**src/rtl/ps2_key_decoder.sv**
```systemverilog
// PS/2 keyboard receiver and scan-code set 2 decoder producing level-held key signals.
// Optional parity qualification: define PS2_PARITY_CHECK_EN.
module ps2_key_decoder #(
  parameter int unsigned TIMEOUT_CYCLES = 200000
) (
  input  logic       clk,
  input  logic       rst,
  input  logic       ps2_clk,
  input  logic       ps2_data,
  output logic       A_signal,
  output logic       D_signal,
  output logic       W_signal,
  output logic       S_signal,
  output logic       J_signal,
  output logic       K_signal,
  output logic       L_signal,
  output logic       SPACE_signal,
  output logic [7:0] scancode,
  output logic       scancode_valid,
  output logic       frame_err
);

  localparam int unsigned TO_W = $clog2(TIMEOUT_CYCLES + 1);
  localparam logic [TO_W-1:0] TO_LAST = TO_W'(TIMEOUT_CYCLES - 1);

  typedef enum logic [1:0] {IDLE, BREAK, EXT, EXT_BREAK} dec_state_t;

  // Key vector order: {SPACE, L, K, J, S, W, D, A}
  function automatic logic [7:0] key_map(input logic [7:0] code);
    case (code)
      8'h1C:   key_map = 8'b0000_0001;
      8'h23:   key_map = 8'b0000_0010;
      8'h1D:   key_map = 8'b0000_0100;
      8'h1B:   key_map = 8'b0000_1000;
      8'h3B:   key_map = 8'b0001_0000;
      8'h42:   key_map = 8'b0010_0000;
      8'h4B:   key_map = 8'b0100_0000;
      8'h29:   key_map = 8'b1000_0000;
      default: key_map = 8'b0000_0000;
    endcase
  endfunction

  logic        clk_s1, clk_s2, clk_s3;
  logic        data_s1, data_s2;
  logic        fall;
  logic [10:0] shift_q;
  logic [10:0] frame_next;
  logic [3:0]  bit_cnt;
  logic [TO_W-1:0] to_cnt;
  logic        frame_ok;
  logic        par_ok;
  logic        timeout_hit;

  // Synchronizers idle at the released-bus level so reset never fakes a falling edge.
  // NOTE: sequential state uses non-blocking assignments so every flop samples pre-edge values.
  always_ff @(posedge clk or negedge rst) begin
    if (!rst) begin
      {clk_s1, clk_s2, clk_s3} <= 3'b111;
      {data_s1, data_s2}       <= 2'b11;
    end else begin
      clk_s1  <= ps2_clk;
      clk_s2  <= clk_s1;
      clk_s3  <= clk_s2;
      data_s1 <= ps2_data;
      data_s2 <= data_s1;
    end
  end

  assign fall       = clk_s3 & ~clk_s2;
  assign frame_next = {data_s2, shift_q[10:1]};

`ifdef PS2_PARITY_CHECK_EN
  assign par_ok = ^frame_next[9:1];
`else
  assign par_ok = 1'b1;
`endif

  assign frame_ok    = ~frame_next[0] & frame_next[10] & par_ok;
  assign timeout_hit = (bit_cnt != 4'd0) && !fall && (to_cnt == TO_LAST);

  always_ff @(posedge clk or negedge rst) begin
    if (!rst) begin
      shift_q        <= '0;
      bit_cnt        <= '0;
      to_cnt         <= '0;
      scancode       <= '0;
      scancode_valid <= 1'b0;
      frame_err      <= 1'b0;
    end else begin
      scancode_valid <= 1'b0;
      frame_err      <= 1'b0;
      if (fall) begin
        shift_q <= frame_next;
        to_cnt  <= '0;
        if (bit_cnt == 4'd10) begin
          bit_cnt <= '0;
          if (frame_ok) begin
            scancode       <= frame_next[8:1];
            scancode_valid <= 1'b1;
          end else begin
            frame_err <= 1'b1;
          end
        end else begin
          bit_cnt <= bit_cnt + 4'd1;
        end
      end else if (timeout_hit) begin
        bit_cnt   <= '0;
        to_cnt    <= '0;
        frame_err <= 1'b1;
      end else if (bit_cnt == 4'd0) begin
        to_cnt <= '0;
      end else if (to_cnt != TO_LAST) begin
        to_cnt <= to_cnt + 1'b1;
      end
    end
  end

  dec_state_t state_q, state_d;
  logic [7:0] keys_q, keys_d;

  // NOTE: every always_comb output gets a default first so no path can infer a latch.
  always_comb begin
    state_d = state_q;
    keys_d  = keys_q;
    if (scancode_valid) begin
      case (state_q)
        IDLE: begin
          if (scancode == 8'hF0)      state_d = BREAK;
          else if (scancode == 8'hE0) state_d = EXT;
          else                        keys_d  = keys_q | key_map(scancode);
        end
        BREAK: begin
          keys_d  = keys_q & ~key_map(scancode);
          state_d = IDLE;
        end
        EXT:       state_d = (scancode == 8'hF0) ? EXT_BREAK : IDLE;
        EXT_BREAK: state_d = IDLE;
        default:   state_d = IDLE;
      endcase
    end
  end

  always_ff @(posedge clk or negedge rst) begin
    if (!rst) begin
      state_q <= IDLE;
      keys_q  <= '0;
    end else begin
      state_q <= state_d;
      keys_q  <= keys_d;
    end
  end

  assign {SPACE_signal, L_signal, K_signal, J_signal,
          S_signal, W_signal, D_signal, A_signal} = keys_q;

endmodule

```
**config.mk**
```make
export PLATFORM = sky130hd
export DESIGN_NAME = ps2_key_decoder
export DESIGN_NICKNAME = d
export VERILOG_FILES = /design/src/rtl/ps2_key_decoder.sv
export SDC_FILE = /design/constraint.sdc
export NUM_CORES = 1
export LEC_CHECK = 0
export CORE_MARGIN = 1.5
export CORE_UTILIZATION = 61
export DETAILED_ROUTE_END_ITERATION = 10
export GPL_ROUTABILITY_DRIVEN = 1
export GPL_TIMING_DRIVEN = 0
export HOLD_SLACK_MARGIN = 0.03
export PLACE_DENSITY = 0.83
export RECOVER_POWER = 50
export SYNTH_ARGS = -nofsm -noshare
export SYNTH_HDL_FRONTEND = slang
export SYNTH_SLANG_ARGS = --single-unit
export TNS_END_PERCENT = 5
```
**constraint.sdc**
```tcl
create_clock -name clk -period 4.92 [get_ports clk]
set_clock_uncertainty 0.05 [all_clocks]
set_input_delay 0.984 -clock clk [delete_from_list [all_inputs] [get_ports clk]]
set_output_delay 0.984 -clock clk [all_outputs]
set_load 0.01 [all_outputs]
```
# [Yosys cells after proc, flatten, opt, wreduce, memory -nomap -nowiden]
# Cells that the tools add are included.
[word_totals] register_bits=58 in_bits=4 out_inout_bits=18 elab_cells=82
[classes] add_sub_neg=2 n_eq_ne=19 mux=28 bitwise_logic=7 reduce_logical=13
[op_table] op="18-bit two-way mux" n=4
[op_table] op="8-bit two-way mux" n=8
[op_table] op="8-bit one-hot mux with 8 select lines" n=1
[op_table] op="8-bit by 5-bit == test with 1-bit output, second input constant" n=3
[op_table] op="8-bit by 6-bit == test with 1-bit output, second input constant" n=3
[op_table] op="18-bit by 1-bit adder with 18-bit output, second input constant" n=1
[op_table] op="18-bit == test, second input constant" n=1
[op_table] op="18-bit != test, second input constant" n=1
[op_table] op="8-bit by 7-bit == test with 1-bit output, second input constant" n=2
[op_table] op="8-bit == test, second input constant" n=2
[op_table] op="8-bit one-hot mux with 2 select lines" n=1
[op_table] op="4-bit two-way mux" n=3
[op_table] op="8-bit AND" n=1
[op_table] op="8-bit inverter" n=1
[op_table] op="8-bit bitwise OR" n=1
[op_table] op="4-bit nonzero test" n=2
[op_table] op="1-bit two-way mux" n=7
[op_table] op="2-bit two-way mux" n=3
[op_table] op="2-bit one-hot mux with 3 select lines" n=1
[op_table] op="4-bit by 1-bit adder with 4-bit output, second input constant" n=1
[op_table] op="2-bit == test, second input constant" n=2
[op_table] op="4-bit == test, second input constant" n=1
[op_table] op="4-bit logical NOT" n=1
[op_table] op="2-bit != test, second input constant" n=2
[op_table] op="12 further kinds" n=16

# [Longest topological paths before layout]
# Gate-level depths: netlist of run 1.
[logic_depth] word_depth=10 ltp_mapped=7 ltp_nobuf=6

# [Worst setup path after synthesis of run 1]
# Ideal clock, no wire load.
[synth_timing] path_kind="reg-to-reg" from="reg scancode[6]" to="reg (tool-made name)" setup_ps=128 arrival_time_ps=1758 required_time_ps=4742 path_slack_ps=2985 path_stages_with_launch=5 path_buffers=0 synth_period_minus_slack_ps=1935 cell_sequence="dfrtp_1 > or3b_1 > or3_4 > nor4b_4 > mux2_1"
[synth_rtl] item="start: declaration" line_no="18" rtl="output logic [7:0] scancode,"
[synth_rtl] item="start signal: assignment" line_no="98" rtl="scancode <= frame_next[8:1];"

==> flow_summary.ini, run 1 <==
[worst_setup_path]
crit_cells = 2
critPathMaxFanout = 29
critPathKind = primary input to async pin
required_ns = 5.03
path_cells = clkbuf_1 > clkbuf_1
arrival_ns = 3.23
worstSetupStartpointType = primary input
cpLargestDelayFamily = buffers and inverters
critPathCaptureType = async pin
timing.critical_path.from = rst
timing.rr.start = bit_cnt[0]$_DFFE_PN0P_
worstRegToRegCells = 7
r2r_slack_ns = 2.79
crit_slowest_cell = clkbuf_1
max_stage_delay_ns = 1.18
cp-endpoint = to_cnt[4]$_DFFE_PN0P_
cp_num_buf_inv = 2
timing.critical_path.mode_cell = clkbuf_1
r2r-end = scancode[4]$_DFFE_PN0P_

[cts]
cts_resized = 0
clockRootBuffer = clkbuf_8
clk_latency_ns = 0.33
clock_sinks = 57
ctsHoldBuffers = 0
htree_levels = 3
clk_pin_slew_worst_paths_ns = 0.06
cts_tree = done
clockBufferDepth = 2
cts_buffers = 9
cts_setup_buffers = 0

[sta]
max_freq_mhz = 321
rsz0062_at_grt = false
drv_slew = 30
maxSlewHeadroom_pct = -0.942
final_hold_viol_count = 0
tightest_slew_ns = 1.51
finalCritPeriodShare_pct = 63.3
fin_tns_setup_ns = 0
fin_crit_ns = 3.12
setup_viol = 0
hold_ws_ns = 0.308

[floorplanning]
die_h_um = 68.6
chipWidth_um = 68.6
initial_utilization_pct = 64.8
ios = 22
core-area_um2 = 4060
dieArea_um2 = 4710
rows = 23

[final_layout]
final_area_um2 = 3100
fin_nets = 284
synthToLayoutAreaGrowth_pct = 18.0
diodes = 0
final_layout_size_suffix_gt1_share_pct = 14.9

[logic_synthesis]
async_reset_ff_share_pct = 100
synth_common_cells = dfrtp_1 (52), nand2_1 (42), nor2_1 (22), mux2_2 (15), xor2_1 (10)
synth_cell_types = 46
synth_top_area_cell = dfrtp_1
synth_most_common_cell = dfrtp_1
synth_area_leaders = dfrtp_1 (50%), mux2_2 (6.4%), nand2_1 (6.0%), dfstp_2 (5.0%), xor2_1 (3.3%)
ys.flop_type = dfrtp_1
yosysSeqAreaShare_pct = 54.5
synth_area_um2 = 2630
synth-edff-count = 0
syn-num-nets = 251
synth-seq-cells = 57
avgSynthCellArea_um2 = 10.8
synthCells = 243
yosys_warnings = 0
yosysTopAreaCellShare_pct = 49.5

[power]
p_leak_uw = 0.00137
ir_worst_vdd_uv = 334
power_density_nw_per_um2 = 379

[placement]
hpwlAfterDp_um = 3340
port_buffers = 21
gp_congestion = 0.789
place_area_um2 = 2920

[run_status]
violations = capacitance limit, slew limit
status = finished, violations left

[global_routing]
grt_usage_pct = 23.9
antenna_found_initial = 0
grt_pass1_vias = 1829
grt_pass1_wl_um = 8120
grt_max_degree = 30
grt_overflow = 0

[routing]
drc = 0
detail_route.wl_per_cell_um = 14.6
wirelength_um = 4820
drtAntennaViolNets = 0
vias_per_cell = 5.76
drt_first_iter_violations = 106
dr.pass1.iters = 5
vias = 1908

[hold_path]
hold_path.class = flip-flop to flip-flop

[job]
maxCapViolations = 1
-- how the worst min path moves through the flow --
stage | from | end | slack (ns) | depth (start not counted)
finish | data_s1$_DFF_PN1_ | data_s2$_DFF_PN1_ | 0.31 | 0
CTS | clk_s1$_DFF_PN1_ | clk_s2$_DFF_PN1_ | 0.31 | 0
floorplan | clk_s1$_DFF_PN1_ | clk_s2$_DFF_PN1_ | 0.30 | 0
global placement | clk_s1$_DFF_PN1_ | clk_s2$_DFF_PN1_ | 0.30 | 0
global route | data_s1$_DFF_PN1_ | data_s2$_DFF_PN1_ | 0.31 | 0
detailed placement | clk_s1$_DFF_PN1_ | clk_s2$_DFF_PN1_ | 0.30 | 0
-- cell families after synthesis --
| logic type | count (synthesis) | share of synthesized area (%) |
|---|---|---|
| flops | 57 | 54.5 |
| mux | 16 | 6.85 |
| fa+ha+maj | 4 | 1.90 |
| xor+xnor | 14 | 4.66 |
| buf+inv | 14 | 2.28 |
| simple gates | 121 | 25.4 |
| compound gates | 17 | 4.43 |
-- layout by cell type (no fill, tap or decap), types with 2 or more instances in the layout --
| cell type | instances |
|---|---|
| a21oi_1 | 4 |
| and3_1 | 3 |
| and4_1 | 2 |
| buf_2 | 2 |
| bufinv_16 | 2 |
| clkbuf_1 | 11 |
| clkbuf_8 | 9 |
| clkdlybuf4s50_1 | 18 |
| dfrtp_1 | 52 |
| dfstp_2 | 4 |
| dlygate4sd3_1 | 2 |
| ha_1 | 4 |
| inv_1 | 6 |
| mux2_2 | 15 |
| nand2_1 | 42 |
| nand3_1 | 9 |
| nand3b_1 | 2 |
| nand4_1 | 9 |
| nor2_1 | 22 |
| nor2b_1 | 4 |
| nor3_1 | 2 |
| nor3b_1 | 3 |
| nor4_1 | 4 |
| nor4b_1 | 4 |
| o21ai_0 | 4 |
| o31ai_1 | 2 |
| or3_4 | 2 |
| or4_1 | 2 |
| xnor2_1 | 4 |
| xor2_1 | 10 |
-- routing by layer --
metal / vias to the layer above / track usage [%] / wire, um
met2: 47 / 40.0 / 2370
met1: 934 / 28.8 / 2200
met5: - / 0 / 0
li1: 915 / - / -
met3: 12 / 5.84 / 172
met4: 0 / 12.0 / 87
-- power by group --
| group | internal, uW | switching [uW] |
|---|---|---|
| registers | 515 | 47.8 |
| clock network | 285 | 173 |
| logic | 66.5 | 87.0 |
-- final cells by class --
type,instances,area [um^2]
timing repair buffer,22,208
sequential,57,1430
multi-input combinational,172,1140
fill,294,956
clock buffer,13,139
clock inverter,3,65.1
tap,50,62.6
buffer,8,36.3
inverter,6,22.5
-- through the flow --
step	util (%)	setup slack [ns]	std cells	power (uW)
3_5_place_dp	71.9	2.78	315	727
2_1_floorplan	-	2.98	243	670
5_1_grt	76.4	1.29	331	1230
3_3_place_gp	71.5	1.14	314	715
4_1_cts	76.9	2.41	331	1190
6_report	76.4	1.80	331	1170
(Power assumes the default switching activity.)
==> run 2: changes to the inputs <==
Settings changed: CORE_UTILIZATION 61 to 57, PLACE_DENSITY 0.83 to 0.79.
Clock period 4.92 ns to 3.3 ns, I/O delays scaled along.
==> run 2 against run 1 <==
  * The flow still finishes with violations (capacitance limit, slew limit)
  * Routed wire length fell by 2.5%
  * Sequential share of layout area hardly changed
  * Sequential cell count unchanged
  * Die area increased by 6.7%
  * Cell count grew 0.30%
  * First-iteration DRC count rose by 8.5%
  * Non-clock buffer count unchanged
  * Global-route usage fell by 2.0 points
  * Largest cell class unchanged
==> flow_summary.ini, run 2 (synthesis results as in run 1) <==
[worst_setup_path]
worstSetupStartpointType = flip-flop
max_stage_delay_ns = 0.60
timing.rr.start = scancode[6]$_DFFE_PN0P_
critPathCaptureType = primary output
arrival_ns = 1.45
crit_cells = 1
cp_num_buf_inv = 1
cpLargestDelayFamily = buffers and inverters
path_cells = clkdlybuf4s50_1
crit_slowest_cell = clkdlybuf4s50_1
required_ns = 2.59
timing.critical_path.from = scancode[2]$_DFFE_PN0P_
critPathKind = flip-flop to primary output
critPathMaxFanout = 7
worstRegToRegCells = 4

[global_routing]
grt_overflow = 0
antenna_found_initial = 0
grt_usage_pct = 21.9
grt_pass1_vias = 1817
grt_pass1_wl_um = 8290
grt_max_degree = 33

[sta]
maxSlewHeadroom_pct = -15.2
fin_tns_setup_ns = 0
final_hold_viol_count = 0
finalCritPeriodShare_pct = 65.5
fin_crit_ns = 2.16
hold_ws_ns = 0.306
setup_viol = 0
tightest_slew_ns = 1.73
drv_slew = 32
max_freq_mhz = 463
fin_ws_ns = 1.14
rsz0062_at_grt = false

[cts]
cts_resized = 0
clk_latency_ns = 0.33
clock_sinks = 57
clk_pin_slew_worst_paths_ns = 0.06
cts_setup_buffers = 0
ctsHoldBuffers = 0
cts_tree = done
htree_levels = 3
clockBufferDepth = 2
cts_buffers = 9
clockRootBuffer = clkbuf_8

[floorplanning]
rows = 24
chipWidth_um = 70.9
initial_utilization_pct = 60.0
core-area_um2 = 4380
dieArea_um2 = 5030
die_h_um = 70.9
ios = 22

[placement]
dp_slack_ns = 1.25
hpwlAfterDp_um = 3230
gp_congestion = 0.805
port_buffers = 21

[routing]
drtAntennaViolNets = 0
vias = 1844
vias_per_cell = 5.55
detail_route.wl_per_cell_um = 14.2
drt_first_iter_violations = 115
dr.pass1.iters = 4
wirelength_um = 4700
drc = 0

[final_layout]
final_util_pct = 70.7
fin_nets = 284
final_cell_mix = dfrtp_1 (52), nand2_1 (42), nor2_1 (22)
diodes = 0
fill_cells = 347
final_layout_size_suffix_gt1_share_pct = 16.4
synthToLayoutAreaGrowth_pct = 17.9
layout_commonest_cell = dfrtp_1

[hold_path]
hold_path.class = flip-flop to flip-flop
hold_start = data_s1$_DFF_PN1_
hold_depth = 0

[power]
p_switching_uw = 455
power_frac_comb_pct = 14.0
p_leak_uw = 0.00137
p_int_uw = 1200
ir_worst_vdd_uv = 278
power_density_nw_per_um2 = 533
p_seq_share_pct = 50.8
pwr-share-clk_pct = 35.2
p_total_uw = 1650
swShare_pct = 27.5

[job]
maxCapViolations = 1

[run_status]
status = finished, violations left
violations = capacitance limit, slew limit
[run 2: power by group through the flow]
stage / clock (uW) / sequential [uW] / combinational [uW]
CTS: 597 / 839 / 237
finish: 581 / 840 / 232
floorplan: 0 / 835 / 163
global route: 629 / 851 / 269
global placement: 0 / 846 / 221
detailed placement: 0 / 852 / 233
[run 2: routing by layer]
layer  track usage [%]  vias to the layer above  routed length [um]
met3              6.84                       12                 141
met5                 0                        -                   0
li1                  -                      915                   -
met2              34.8                       33                2270
met4              11.3                        0                 132
met1              27.2                      884                2160
[run 2: worst paths after layout]
kind,to,slack (ns)
min reg2reg,data_s2$_DFF_PN1_,0.31
max reg2reg,flip-flop,1.25
max,scancode[2],1.14
max in group asynchronous,to_cnt[0]$_DFFE_PN0P_,1.47
min in group asynchronous,shift_q[9]$_DFFE_PN0N_,0.73
min,data_s2$_DFF_PN1_,0.31
[run 2: cell type report]
type	count	area [um^2]	share of cell area, %
Sequential cell	57	1430	46.2
Multi-Input combinational cell	172	1140	36.7
Timing Repair Buffer	22	224	7.23
Clock buffer	13	169	5.45
Tap cell	52	65.1	2.10
Buffer	8	37.5	1.21
Inverter	6	22.5	0.727
Clock inverter	2	12.5	0.404
[run 2: metrics by stage]
step	cells	area [um^2]
after floorplan	243	2630
after global placement	316	2900
after detailed placement	317	2920
after CTS	332	3100
after global routing	332	3100
final	332	3100
